==> config.mk <==
export PLATFORM = sky130hd
export DESIGN_NAME = video_to_axis
export DESIGN_NICKNAME = d
export VERILOG_FILES = /design/src/rtl/video_to_axis_pkg.sv /design/src/rtl/sync_fifo_fwft.sv /design/src/rtl/video_to_axis.sv
export SDC_FILE = /design/constraint.sdc
export NUM_CORES = 1
export LEC_CHECK = 0
export CORE_MARGIN = 5
export CORE_UTILIZATION = 57
export CTS_BUF_LIST = sky130_fd_sc_hd__clkbuf_8
export CTS_CLUSTER_SIZE = 40
export DETAILED_ROUTE_END_ITERATION = 6
export PLACE_DENSITY_LB_ADDON = 0.05
export SLEW_MARGIN = 10
export SYNTH_ARGS = -nofsm -noshare
export SYNTH_HDL_FRONTEND = slang
export SYNTH_SLANG_ARGS = --single-unit
==> constraint.sdc <==
create_clock -name video_clk -period 9.3 [get_ports video_clk]
set_clock_uncertainty 0.15 [all_clocks]
set_input_delay 0.93 -clock video_clk [delete_from_list [all_inputs] [get_ports video_clk]]
set_output_delay 0.93 -clock video_clk [all_outputs]
set_load 0.02 [all_outputs]
==> src/rtl/video_to_axis_pkg.sv <==
// Shared definitions for the video capture bridge: sync FSM states and the G/B byte swap
// that undoes the display-path swap.
package video_to_axis_pkg;

    localparam logic [1:0] IDLE = 2'd0;
    localparam logic [1:0] RUN  = 2'd1;
    localparam logic [1:0] DROP = 2'd2;

    function automatic logic [23:0] swap_gb(input logic [23:0] d);
        return {d[23:16], d[7:0], d[15:8]};
    endfunction

endpackage

==> src/rtl/sync_fifo_fwft.sv <==
// Single-clock first-word-fall-through FIFO; dout shows the head word whenever empty=0.
module sync_fifo_fwft #(
    parameter int unsigned WIDTH = 26,
    parameter int unsigned DEPTH = 32
) (
    input  logic             clk,
    input  logic             rst,
    input  logic             wr_en,
    input  logic [WIDTH-1:0] din,
    output logic             full,
    input  logic             rd_en,
    output logic [WIDTH-1:0] dout,
    output logic             empty
);

    localparam int unsigned AW = $clog2(DEPTH);

    logic [WIDTH-1:0] mem [DEPTH];
    logic [AW-1:0]    wr_ptr;
    logic [AW-1:0]    rd_ptr;
    logic [AW:0]      count;
    logic             push;
    logic             pop;

    // Full is judged on the pre-pop count, so a same-cycle pop never admits the write.
    assign full  = (count == (AW+1)'(DEPTH));
    assign empty = (count == '0);
    assign push  = wr_en & ~full;
    assign pop   = rd_en & ~empty;
    assign dout  = mem[rd_ptr];

    always_ff @(posedge clk or posedge rst) begin
        if (rst) begin
            wr_ptr <= '0;
            rd_ptr <= '0;
            count  <= '0;
        end else begin
            if (push) wr_ptr <= wr_ptr + 1'b1;
            if (pop)  rd_ptr <= rd_ptr + 1'b1;
            count <= count + (AW+1)'(push) - (AW+1)'(pop);
        end
    end

    always_ff @(posedge clk) begin
        if (push) mem[wr_ptr] <= din;
    end

endmodule

==> src/rtl/video_to_axis.sv <==
// Pixel-timing to AXI4-Stream bridge: TUSER on the first pixel after vsync, TLAST at the end
// of each active line; on FIFO overflow the rest of the frame is dropped until the next vsync.
module video_to_axis
    import video_to_axis_pkg::*;
#(
    parameter int unsigned DATA_WIDTH = 24,
    parameter int unsigned FIFO_DEPTH = 32,
    parameter bit          SWAP_GB    = 1'b1
) (
    input  logic                  video_clk,
    input  logic                  reset,
    input  logic [DATA_WIDTH-1:0] vid_data,
    input  logic                  vid_hsync,
    input  logic                  vid_vsync,
    input  logic                  vid_active_video,
    output logic [DATA_WIDTH-1:0] m_axis_tdata,
    output logic                  m_axis_tvalid,
    input  logic                  m_axis_tready,
    output logic                  m_axis_tuser,
    output logic                  m_axis_tlast,
    output logic                  locked,
    output logic                  overflow,
    input  logic                  clr_overflow
);

    logic [DATA_WIDTH-1:0] data_d1;
    logic                  active_d1;
    logic                  vsync_d1;
    logic                  vsync_rise;
    logic                  line_end;
    logic [DATA_WIDTH-1:0] pix;
    logic [1:0]            state_q;
    logic [1:0]            state_d;
    logic                  sof_pending_q;
    logic                  in_run;
    logic                  wr_en;
    logic                  drop;
    logic                  full;
    logic                  empty;
    logic [DATA_WIDTH+1:0] dout;
    logic                  unused_hsync;

    assign unused_hsync = vid_hsync;

    always_ff @(posedge video_clk or posedge reset) begin
        if (reset) begin
            data_d1   <= '0;
            active_d1 <= 1'b0;
            vsync_d1  <= 1'b0;
        end else begin
            data_d1   <= vid_data;
            active_d1 <= vid_active_video;
            vsync_d1  <= vid_vsync;
        end
    end

    assign vsync_rise = vid_vsync & ~vsync_d1;
    // Looking one cycle ahead at the live qualifier tells us the pixel in d1 ends its line.
    assign line_end   = active_d1 & ~vid_active_video;

    always_comb begin
        pix = data_d1;
        if (SWAP_GB) pix[23:0] = swap_gb(data_d1[23:0]);
    end

    assign in_run = (state_q == RUN);
    assign wr_en  = in_run & active_d1 & ~full;
    assign drop   = in_run & active_d1 & full;

    always_comb begin
        state_d = state_q;
        case (state_q)
            IDLE:    if (vsync_rise) state_d = RUN;
            RUN:     if (drop) state_d = DROP;
            DROP:    if (vsync_rise) state_d = RUN;
            default: state_d = IDLE;
        endcase
    end

    always_ff @(posedge video_clk or posedge reset) begin
        if (reset) begin
            state_q       <= IDLE;
            sof_pending_q <= 1'b0;
            overflow      <= 1'b0;
        end else begin
            state_q <= state_d;
            if (vsync_rise)  sof_pending_q <= 1'b1;
            else if (wr_en)  sof_pending_q <= 1'b0;
            if (drop)              overflow <= 1'b1;
            else if (clr_overflow) overflow <= 1'b0;
        end
    end

    sync_fifo_fwft #(
        .WIDTH (DATA_WIDTH + 2),
        .DEPTH (FIFO_DEPTH)
    ) u_fifo (
        .clk   (video_clk),
        .rst   (reset),
        .wr_en (wr_en),
        .din   ({sof_pending_q, line_end, pix}),
        .full  (full),
        .rd_en (m_axis_tready),
        .dout  (dout),
        .empty (empty)
    );

    assign locked        = in_run;
    assign m_axis_tvalid = ~empty;
    assign m_axis_tuser  = empty ? 1'b0 : dout[DATA_WIDTH+1];
    assign m_axis_tlast  = empty ? 1'b0 : dout[DATA_WIDTH];
    assign m_axis_tdata  = empty ? '0 : dout[DATA_WIDTH-1:0];

endmodule

Word-level counts from Yosys, hierarchy flattened:

Memory sizes are Yosys's and may differ from the RTL's.
Index checks and enable logic that the tools add are counted.

* input bits: 31
* register bits: 46
* RAM bits: 832
* output and inout port bits: 29
* memories: 1

* bitwise gates (word level): 11
* reductions and logical operators: 6
* add/sub/neg operators: 4
* equal/unequal tests: 5
* muxes and demuxes: 12

Memory list
* u_fifo.mem: words 32, width 26, rd ports 1, clocked after Yosys merged registers in 0, wr ports 1, RTL line sync_fifo_fwft.sv:18 `logic [WIDTH-1:0] mem [DEPTH];`

Operators with widths (number)
* 2-to-1 mux 24 bit: 1
* adder 5 x 1 -> 5 bit, second input constant: 2
* 2-to-1 mux 1 bit: 8
* AND 1 bit: 7
* adder 6 x 1 -> 6 bit: 1
* == test 6 bit, second input constant: 1
* logical NOT 6 bit: 1
* subtractor 6 x 1 -> 6 bit: 1
* 2-to-1 mux 2 bit: 2
* != test 2 x 1 -> 1 bit, second input constant: 2
* NOT 1 bit: 4
* one-hot mux 2 bit (2 select lines): 1
* nonzero test 2 bit: 2
* == test 2 x 1 -> 1 bit, second input constant: 1
* == test 2 bit, second input constant: 1
* logical NOT 2 bit: 1
* AND reduction 2 bit: 1
* OR reduction 2 bit: 1

Longest topological paths before layout:

Gate-level depths: netlist of run 1.

* word-level depth: 6
* depth in mapped cells: 14
* mapped depth without buffers: 12

Modules after synthesis:

From an unflattened synthesis of run 1, not the netlist that was laid out.

* cells, all modules: 1564
* area, all modules: 33858.7 sq um

By module, submodules not included
* sync_fifo_fwft: area an instance 32840.2 sq um, times used 1, cells an instance 1490
* video_to_axis: area an instance 1018.5 sq um, times used 1, cells an instance 74

Least setup slack after synthesis of run 1:

Ideal clock, no wire load.

* path type: reg2reg
* from: reg u_fifo.count[2]
* to: mem u_fifo.mem[14][0], enable pin
* data required time: 8.741 ns
* library setup time: 0.409 ns
* path slack: 6.129 ns
* data arrival time: 2.612 ns
* stages on the path, launching flop included: 8
* clock period less this slack: 3.171 ns
* path through: dfrtp_1 > inv_1 > ha_1 > nor4bb_1 > nor3b_1 > clkbuf_1 > nand2_1 > nor2_1

* longest elaborated chain between the ends: 6

RTL lines
* start, declared: RTL line sync_fifo_fwft.sv:21 `logic [AW:0] count;`
* start signal, assigned: RTL line sync_fifo_fwft.sv:40 `count <= count + (AW+1)'(push) - (AW+1)'(pop);`
* == test 6 bit (*): RTL line sync_fifo_fwft.sv:26 `assign full = (count == (AW+1)'(DEPTH));`
* NOT 1 bit (*): RTL line sync_fifo_fwft.sv:28, video_to_axis.sv:67
* AND 1 bit: RTL line video_to_axis.sv:67 `assign wr_en = in_run & active_d1 & ~full;`
* AND 1 bit (*): RTL line sync_fifo_fwft.sv:28 `assign push = wr_en & ~full;`
* named net u_fifo.push: RTL line sync_fifo_fwft.sv:22 `logic push;`
* 2-to-1 mux 1 bit (*): RTL line sync_fifo_fwft.sv:45 `if (push) mem[wr_ptr] <= din;`
* 2-to-1 mux 1 bit (not written as such) (*): RTL line sync_fifo_fwft.sv:45
* end, declared: RTL line sync_fifo_fwft.sv:18

The timed path passes the listed nets; every way through them passes the cells marked *.

Final worst setup path of run 1:

* from: reg u_fifo.rd_ptr[0]
* to: out m_axis_tdata[10]

* longest elaborated chain between the ends: 2

RTL lines
* start, declared: RTL line sync_fifo_fwft.sv:20 `logic [AW-1:0] rd_ptr;`
* start signal, assigned: RTL line sync_fifo_fwft.sv:39 `if (pop) rd_ptr <= rd_ptr + 1'b1;`
* memory read (32 x 26 bit)
* 2-to-1 mux 24 bit: RTL line video_to_axis.sv:112 `assign m_axis_tdata = empty ? '0 : dout[DATA_WIDTH-1:0];`
* end, declared: RTL line video_to_axis.sv:16 `output logic [DATA_WIDTH-1:0] m_axis_tdata,`

No other way between the ends.

==> results of run 1 <==
==> cell usage after synthesis (all sizes together) (3+ instances only) <==
| cell type | n | area (µm²) |
|---|---|---|
| a211oi | 25 | 188 |
| a21o | 3 | 22.5 |
| a221oi | 26 | 228 |
| and2 | 26 | 163 |
| buf | 53 | 335 |
| clkbuf | 45 | 169 |
| dfrtp | 46 | 1150 |
| edfxtp | 832 | 25000 |
| ha | 14 | 175 |
| inv | 18 | 67.6 |
| mux2 | 81 | 983 |
| mux2i | 76 | 761 |
| mux4 | 131 | 2950 |
| nand2 | 37 | 139 |
| nand2b | 3 | 18.8 |
| nand3b | 4 | 30.0 |
| nand4 | 4 | 25.0 |
| nor2 | 36 | 135 |
| nor2b | 27 | 169 |
| nor3 | 25 | 125 |
| o211ai | 26 | 195 |
| o21ai | 5 | 25.0 |
| o221ai | 25 | 219 |
| o22ai | 28 | 175 |
| o311a | 25 | 250 |
| xnor2 | 9 | 78.8 |
==> power by group through the flow <==
stage,Sequential (µW),Clock (µW),Combinational (µW)
floorplan,4730,0,2460
global placement,4890,0,3460
detailed placement,4910,0,3490
CTS,4830,3100,3500
global route,4860,3300,3690
finish,4830,3040,3460
==> metrics by stage <==
step,cell area (µm²),hold slack (ns),utilization
finish,38000,0.368,0.645
global route,38000,0.379,0.645
CTS,38000,0.358,0.645
detailed placement,35400,0.361,0.600
global placement,35400,0.332,0.600
floorplan,33900,0.315,-
==> cells in the final DEF (no fill, tap or decap), types with 19 or more instances in the layout <==
master           netlist  layout
o211ai_1              26      26
and2_1                26      26
dfrtp_1               46      42
nor2b_1               27      25
clkbuf_8               0     160
clkinv_1               0      25
mux2_2                53      53
a221oi_1              26      26
o22ai_1               28      28
mux2_4                19      19
nor2_4                 0      28
mux4_2               131     131
o311a_1               25      25
o221ai_1              25      25
inv_1                 17      71
a211oi_1              25      25
nand2_1               37      37
nor3_1                25      25
clkdlybuf4s50_1        0      58
edfxtp_1             832     832
mux2i_1               76      76
buf_4                 16      26
==> state kept, by name, summed over array words and instances, names as in the netlist <==
name	count
u_fifo.mem	832
data_d1	24
u_fifo.count	6
u_fifo.rd_ptr	5
u_fifo.wr_ptr	5
state_q	2
active_d1	1
overflow	1
sof_pending_q	1
vsync_d1	1
==> cells by family (layout without fill, tap and decap cells) <==
family | Yosys count | in the layout | synth area share
flops | 878 | 878 | 0.770
mux | 288 | 288 | 0.138
simple gates | 174 | 174 | 0.0264
compound gates | 168 | 168 | 0.0395
buf+inv | 116 | 358 | 0.0169
fa+ha+maj | 15 | 15 | 0.00575
xor+xnor | 11 | 11 | 0.00284
other cells | 0 | 1 | 0
==> path summary, 6_finish.rpt <==
check / slack (ns) / startpoint / end / cells after the start
max reg2reg: 5.73 / u_fifo.count[2] / u_fifo.mem[31][7] / 7
min: 0.37 / state_q[0] / state_q[1] / 1
max: 3.46 / u_fifo.rd_ptr[0] / m_axis_tdata[10] / 6
max in group asynchronous: 7.92 / reset / u_fifo.rd_ptr[1] / 3
min reg2reg: 0.37 / state_q[0] / state_q[1] / 1
min in group asynchronous: 0.53 / reset / u_fifo.wr_ptr[4] / 3
==> final cells by class <==
class / instances / area, µm²
timing repair buffer: 85 / 796
multi-input combinational: 656 / 7460
tap: 773 / 967
fill: 4037 / 21000
antenna: 1 / 2.50
clock buffer: 160 / 2200
sequential: 878 / 26100
inverter: 18 / 67.6
clock inverter: 95 / 410
==> routing by layer <==
| metal | part of all wire | global-route usage |
|---|---|---|
| met1 | 0.43 | 0.342 |
| met2 | 0.49 | 0.377 |
| met3 | 0.064 | 0.0570 |
| met4 | 0.018 | 0.0647 |
| met5 | 0.00013 | 0 |
==> worst max-delay path: stages (launching register included) <==
cell	delay, ns
dfrtp_4	1.03
buf_4	0.84
mux4_2	0.61
mux2i_1	0.35
o211ai_1	0.28
o311a_1	0.25
clkdlybuf4s50_1	0.54
==> impl_metrics.csv, run 1 <==
group,metric,value,unit
die,fp.coreArea,59000,µm²
route,ant_nets,0,
grt,grtUsageTotal,0.239,
place,place_ws,4.21,ns
power_and_ir_drop,pwr-share-seq,0.426,
clock_tree,cts_buffer_depth,3,
power_and_ir_drop,p_sw_frac,0.322,
outcome,status,"finished, final reports clean",
die,die_w,254,µm
setup_path,end_kind,"primary output",
synthesis,synth_edf_count,832,
timing,fmax,171,MHz
final_layout,area_delta_synth_final,12.1,%
route,avgRoutedWirePerCell,28.2,µm
timing,slew_headroom,0.205,
final_layout,layout.cells.non_filler,2666,
clock_tree,holdBufCountCts,0,
final_layout,nets,1828,
clock_tree,clk_pin_slew,0.06,ns
clock_tree,cts_setup_buffers,0,
timing,finalSetupViolCount,0,
setup_path,crit_fanout,54,
timing,rsz0062_at_grt,"false",
route,num_vias,16500,
die,dieArea,64500,µm²
route,drt_wl_total,75.1,mm
route,drc,0,
place,hpwl,38.6,mm
grt,grt_max_degree,131,
place,place_inst,2410,
grt,overflow,0,
place,io_buffers,58,
synthesis,synthFlopType,"edfxtp_1",
route,drt_iter0_drc,1364,
timing,final.period_utilization,0.628,
power_and_ir_drop,p_total,11300,µW
synthesis,avgSynthCellArea,20.6,µm²
die,dieHeight,254,µm
power_and_ir_drop,combPwrFrac,0.305,
clock_tree,cts.sinks,878,
synthesis,synthArstFlopShare,0.0524,
synthesis,syn_nets,1696,
grt,antenna_found_initial,2,
flow_run,drv_cap,0,
timing,period_needed,5.84,ns
power_and_ir_drop,ir_worst_vdd,0.249,mV
setup_path,critical_path_arrival,4.76,ns
setup_path,required,8.22,ns
synthesis,synthCells,1650,
clock_tree,insertion_delay,0.78,ns
timing,setup_slack,3.46,ns
hold_path,min_path_type,"reg -> reg",
setup_path,startpoint_type,"flip-flop",
place,place.gp.congestion,0.757,
power_and_ir_drop,p_leak,0.0125,µW
clock_tree,htreeDepth,4,
synthesis,ys_types,47,
power_and_ir_drop,power_density,298,nW/µm²
clock_tree,cts_resized,0,
route,dr.pass1.iters,5,
power_and_ir_drop,p_int,7680,µW
route,viasPerCell,6.18,
clock_tree,cts_tree,"yes",
timing,worstMarginPinSlew,1.19,ns
timing,maxSlewViolCount,0,
clock_tree,numCtsBuffers,143,
power_and_ir_drop,pwr-share-clk,0.268,
grt,grt_pass1_vias,17300,
die,start_util,0.575,
final_layout,drive_gt1_frac,0.237,
clock_tree,cts_root_buf,"clkbuf_8",
timing,tns,0,ns
synthesis,synth_area,33900,µm²
die,io_pins,60,
synthesis,synth_seq_cells,878,
timing,hold_viol,0,
die,core.rowCount,89,
synthesis,ys_seq_area_frac,0.770,
power_and_ir_drop,p_switching,3640,µW
setup_path,worstSetupPathType,"reg -> out",
synthesis,yosysWarnings,0,
grt,grt_first_pass_wirelength,111,mm
Note: power is estimated with default switching activity, not from simulation.
==> inputs of run 2 (changes only) <==
clock period = 5.9 ns   (was 9.3 ns; I/O delays follow)
==> run 2 against run 1 <==
Core utilization up 0.15 points. Largest power group unchanged. Register-to-register slack worse by 3.3 ns. Via count up 0.90%. Sequential power up 59%. Global-route usage down 0.18 points. Combinational power up 58%. First-iteration DRC count down 0.73%.
==> impl_metrics.csv, run 2 (synthesized netlist as in run 1, its figures left out) <==
group,metric,value,unit
final_layout,largest-register,"u_fifo.mem",
timing,fmax,206,MHz
grt,grtUsageTotal,0.237,
clock_tree,cts_setup_buffers,0,
route,drc,0,
timing,period_needed,4.85,ns
final_layout,final_util,0.646,
route,drt_wl_total,74.8,mm
die,fp.coreArea,59000,µm²
setup_path,startpoint_type,"flip-flop",
grt,grt_first_pass_wirelength,111,mm
grt,grt_pass1_vias,17400,
hold_path,min_path_type,"in -> reg",
grt,overflow,0,
grt,met2_usage,0.374,
final_layout,layout_commonest_cell,"edfxtp_1",
power_and_ir_drop,power_density,469,nW/µm²
route,drt_iter0_drc,1354,
grt,grt_max_degree,73,
die,die_w,254,µm
timing,finalSetupViolCount,0,
place,hpwl,40.3,mm
setup_path,end_kind,"primary output",
power_and_ir_drop,p_leak,0.0125,µW
die,io_pins,60,
timing,hold_viol,0,
grt,busiest_layer,"met2",
outcome,status,"finished, final reports clean",
die,core.rowCount,89,
clock_tree,cts.sinks,878,
place,dpl-instance-area,35500,µm²
timing,maxSlewViolCount,0,
clock_tree,cts_resized,0,
clock_tree,clk_pin_slew,0.06,ns
route,num_vias,16600,
flow_run,drv_cap,0,
die,dieHeight,254,µm
timing,worstMarginPinSlew,1.23,ns
grt,gr-usage-met1,0.345,
final_layout,reg.largest.list,"u_fifo.mem: 832 flops, data_d1: 24 flops, u_fifo.count: 6 flops",
place,io_buffers,58,
setup_path,critical_path_arrival,4.11,ns
clock_tree,numCtsBuffers,141,
setup_path,required,5.16,ns
final_layout,largest_reg_flops,832,
clock_tree,insertion_delay,0.76,ns
setup_path,crit_fanout,45,
clock_tree,cts_buffer_depth,3,
clock_tree,cts_tree,"yes",
place,place.gp.congestion,0.747,
timing,final.period_utilization,0.822,
power_and_ir_drop,ir_worst_vdd,0.334,mV
final_layout,design_area,38100,µm²
grt,antenna_found_initial,1,
setup_path,worstSetupPathType,"reg -> out",
grt,met3_usage,0.0532,
die,dieArea,64500,µm²
die,start_util,0.575,
route,ant_nets,0,
clock_tree,htreeDepth,4,
clock_tree,holdBufCountCts,1,
route,viasPerCell,6.21,
final_layout,area_delta_synth_final,12.4,%
clock_tree,cts_root_buf,"clkbuf_8",
timing,rsz0062_at_grt,"false",
timing,slew_headroom,0.183,
route,dr.pass1.iters,5,
timing,tns,0,ns
final_layout,drive_gt1_frac,0.236,
route,avgRoutedWirePerCell,28.0,µm
timing,holdWs,0.114,ns
final_layout,layout_common_cells,"edfxtp_1, clkbuf_8, mux4_2",
final_layout,nets,1834,
## run 2: cell types whose count changed in the layout (fill, tap and decap cells not counted), sizes merged
cell / previous run / this run
inv: 73 / 84
buf: 27 / 34
clkinv: 35 / 28
clkbuf: 160 / 155
clkinvlp: 4 / 6
diode: 1 / 2
dlygate4sd3: 0 / 1
## run 2: final timing paths
path | from | end | slack [ns] | cells after the start
max in group asynchronous | reset | data_d1[10] | 4.15 | 4
worst min register to register | state_q[0] | state_q[1] | 0.35 | 1
min in group asynchronous | reset | u_fifo.count[4] | 0.59 | 3
worst max-delay path | u_fifo.rd_ptr[1] | m_axis_tdata[16] | 1.05 | 6
worst max register to register | u_fifo.count[3] | u_fifo.count[5] | 2.41 | 12
worst min-delay path | vid_data[14] | data_d1[14] | 0.11 | 1
## run 2: cell type report
cell class	count	area [µm²]
well taps	773	967
clock inverters	101	438
multi-input cells	656	7460
flip-flops and latches	878	26100
inverters	18	67.6
diodes	2	5.00
repair buffers	93	921
clock buffers	155	2130
fillers	4043	20900
## run 2: layer usage
metal / vias up / share of wire
met3: 92 / 0.069
li1: 7116 / -
met2: 591 / 0.49
met1: 8820 / 0.43
met4: 0 / 0.014
met5: - / 0
## run 2: stage by stage
| step | setup slack, ns | instances | total power (µW) |
|---|---|---|---|
| 2_1_floorplan | 2.73 | 1650 | 11300 |
| 3_3_place_gp | 1.85 | 2417 | 13200 |
| 3_5_place_dp | 1.86 | 2417 | 13300 |
| 4_1_cts | 1.01 | 2674 | 18000 |
| 5_1_grt | 0.895 | 2676 | 18600 |
| 6_report | 1.05 | 2676 | 17900 |
## run 2: power by group
part	internal (µW)	total, µW	switching (µW)
registers	7230	7680	454
logic	2430	5470	3040
clock network	2450	4720	2270
## run 2: worst max-delay path, cell delays in order, from the launching register on
cell and delay, ns:
dfrtp_4 0.92, buf_4 0.47, mux4_2 0.28, mux2i_1 0.14, o211ai_1 0.55, o311a_1 0.29, clkdlybuf4s50_1 0.61
==> inputs of run 3 (changes only) <==
clock period = 4.03 ns   (was 5.9 ns; I/O delays follow)
==> run 3 against run 2 <==
Combinational power is 59% higher. Via count is 0.90% higher. Core utilization is 1.6 points higher. Global-route usage hardly changed. Worst hold slack worse by 0.0047 ns. Sequential share of layout area is 1.7 points lower. Critical path type unchanged.
==> impl_metrics.csv, run 3 (synthesized netlist as in run 1, its figures left out) <==
group,metric,value,unit
power_and_ir_drop,pwr-share-clk,0.258,
die,dieArea,64500,µm²
power_and_ir_drop,p_switching,8530,µW
final_layout,largest-register,"u_fifo.mem",
timing,final.period_utilization,0.968,
clock_tree,insertion_delay,0.76,ns
setup_path,crit_fanout,16,
clock_tree,htreeDepth,4,
setup_path,startpoint_type,"flip-flop",
final_layout,reg.largest.list,"u_fifo.mem: 832 flops, data_d1: 24 flops, u_fifo.count: 6 flops",
setup_path,worstReg2RegStart,"u_fifo.count[3]",
die,start_util,0.575,
final_layout,drive_gt1_frac,0.259,
power_and_ir_drop,p_sw_frac,0.321,
flow_run,drv_cap,0,
power_and_ir_drop,p_total,26600,µW
die,dieHeight,254,µm
route,viasPerCell,6.12,
grt,antenna_found_initial,0,
setup_path,worstSetupPathType,"reg -> out",
power_and_ir_drop,p_int,18100,µW
final_layout,nets,1907,
place,place.gp.congestion,0.749,
final_layout,layout_commonest_cell,"edfxtp_1",
clock_tree,cts_tree,"yes",
hold_path,min_from,"clr_overflow",
route,drt_iter0_drc,1191,
place,io_buffers,58,
setup_path,critical_path_arrival,3.35,ns
timing,hold_viol,0,
grt,grt_pass1_vias,17700,
place,hpwl,42.0,mm
grt,overflow,0,
route,ant_nets,0,
timing,rsz0062_at_grt,"false",
final_layout,layout.cells.non_filler,2742,
power_and_ir_drop,ir_worst_vdd,0.435,mV
route,num_vias,16800,
final_layout,largest_reg_flops,832,
setup_path,crit_start,"u_fifo.rd_ptr[0]",
clock_tree,clk_pin_slew,0.05,ns
hold_path,min_path_type,"in -> reg",
power_and_ir_drop,p_leak,0.0130,µW
grt,grtUsageTotal,0.237,
clock_tree,cts_root_buf,"clkbuf_8",
timing,slew_headroom,0.192,
timing,finalSetupViolCount,0,
timing,fmax,256,MHz
die,core.rowCount,89,
route,drc,0,
timing,worstMarginPinSlew,1.21,ns
timing,maxSlewViolCount,0,
die,fp.coreArea,59000,µm²
power_and_ir_drop,power_density,681,nW/µm²
timing,period_needed,3.90,ns
grt,grt_max_degree,60,
route,dr.pass1.iters,5,
die,die_w,254,µm
power_and_ir_drop,pwr-share-seq,0.415,
setup_path,end_kind,"primary output",
setup_path,required,3.48,ns
route,avgRoutedWirePerCell,27.2,µm
die,io_pins,60,
power_and_ir_drop,combPwrFrac,0.327,
clock_tree,cts_buffer_depth,3,
grt,grt_first_pass_wirelength,112,mm
final_layout,area_delta_synth_final,15.2,%
final_layout,fill_cells,4032,
place,place_inst,2456,
clock_tree,numCtsBuffers,142,
route,drt_wl_total,74.5,mm
outcome,status,"finished, final reports clean",
final_layout,layout_common_cells,"edfxtp_1, clkbuf_8, mux4_2",
clock_tree,cts.sinks,878,
[run 3: changes by cell type in the layout (fill, tap and decap cells not counted), sizes merged]
cell,delta
dlygate4sd3,+26
dlymetal6s2s,+13
buf,+43
clkinv,+7
bufbuf,+2
inv,-12
dlygate4sd2,+11
clkdlybuf4s50,-24
[run 3: worst max-delay path: stages (launching register included)]
cell and delay (ns):
dfrtp_4 0.44, buf_12 0.20, bufbuf_16 0.36, mux2_4 0.31, a221oi_1 0.30, o211ai_1 0.24, o311a_1 0.20, clkdlybuf4s50_1 0.54
[run 3: worst paths after layout]
check,end,slack [ns],cells past startpoint
max,m_axis_tdata[0],0.13,7
min,overflow,0.11,2
max reg2reg,u_fifo.mem[28][7],0.82,8
min reg2reg,state_q[1],0.36,1
max in group asynchronous,data_d1[10],2.53,4
min in group asynchronous,data_d1[20],0.38,3
[run 3: stage by stage]
| stage | setup slack, ns | area (µm²) | utilization | TNS [ns] | hold WS [ns] |
|---|---|---|---|---|---|
| detailed placement | 0.587 | 36000 | 0.610 | 0 | 0.344 |
| global route | 0.00187 | 39100 | 0.662 | 0 | 0.0481 |
| floorplan | 0.859 | 33900 | - | 0 | 0.284 |
| global placement | 0.584 | 36000 | 0.610 | 0 | 0.331 |
| finish | 0.129 | 39100 | 0.662 | 0 | 0.109 |
| CTS | -0.0217 | 39000 | 0.660 | -0.0269 | 0.0277 |
[run 3: repair_timing]
action / 4_1_cts / 5_1_grt
resized for setup: 28 / 26
buffers inserted: 4 / 0
hold buffers: 27 / 0
hold endpoints to repair: 45 / 0
cloned: 2 / 1
pin swaps: 3 / 7
setup endpoints to repair: 26 / 15
[run 3: power groups by stage]
stage                     Sequential, µW  Clock (µW)  Combinational (µW)
after floorplan                    10900           0                5670
after global placement             11200           0                8350
after detailed placement           11300           0                8420
after CTS                          11000        7050                8690
after global routing               11100        7490                9250
final                              11000        6870                8700
[run 3: final cells by class]
class                      count  area [µm²]  area share
clock buffer                 154        2120      0.0542
tap                          773         967      0.0248
multi-input combinational    656        7520       0.192
clock inverter                96         423      0.0108
inverter                      18        70.1     0.00179
sequential                   878       26100       0.669
timing repair buffer         165        1830      0.0468
antenna                        2        5.00    0.000128
[run 3: metal layers]
metal | part of all wire | global-route usage | vias up | routed length [µm]
met5 | 0 | 0 | - | 0
met4 | 0.019 | 0.0692 | 0 | 1440
met3 | 0.063 | 0.0510 | 107 | 4690
met2 | 0.48 | 0.377 | 517 | 36100
met1 | 0.43 | 0.340 | 8876 | 32300
li1 | - | - | 7268 | -
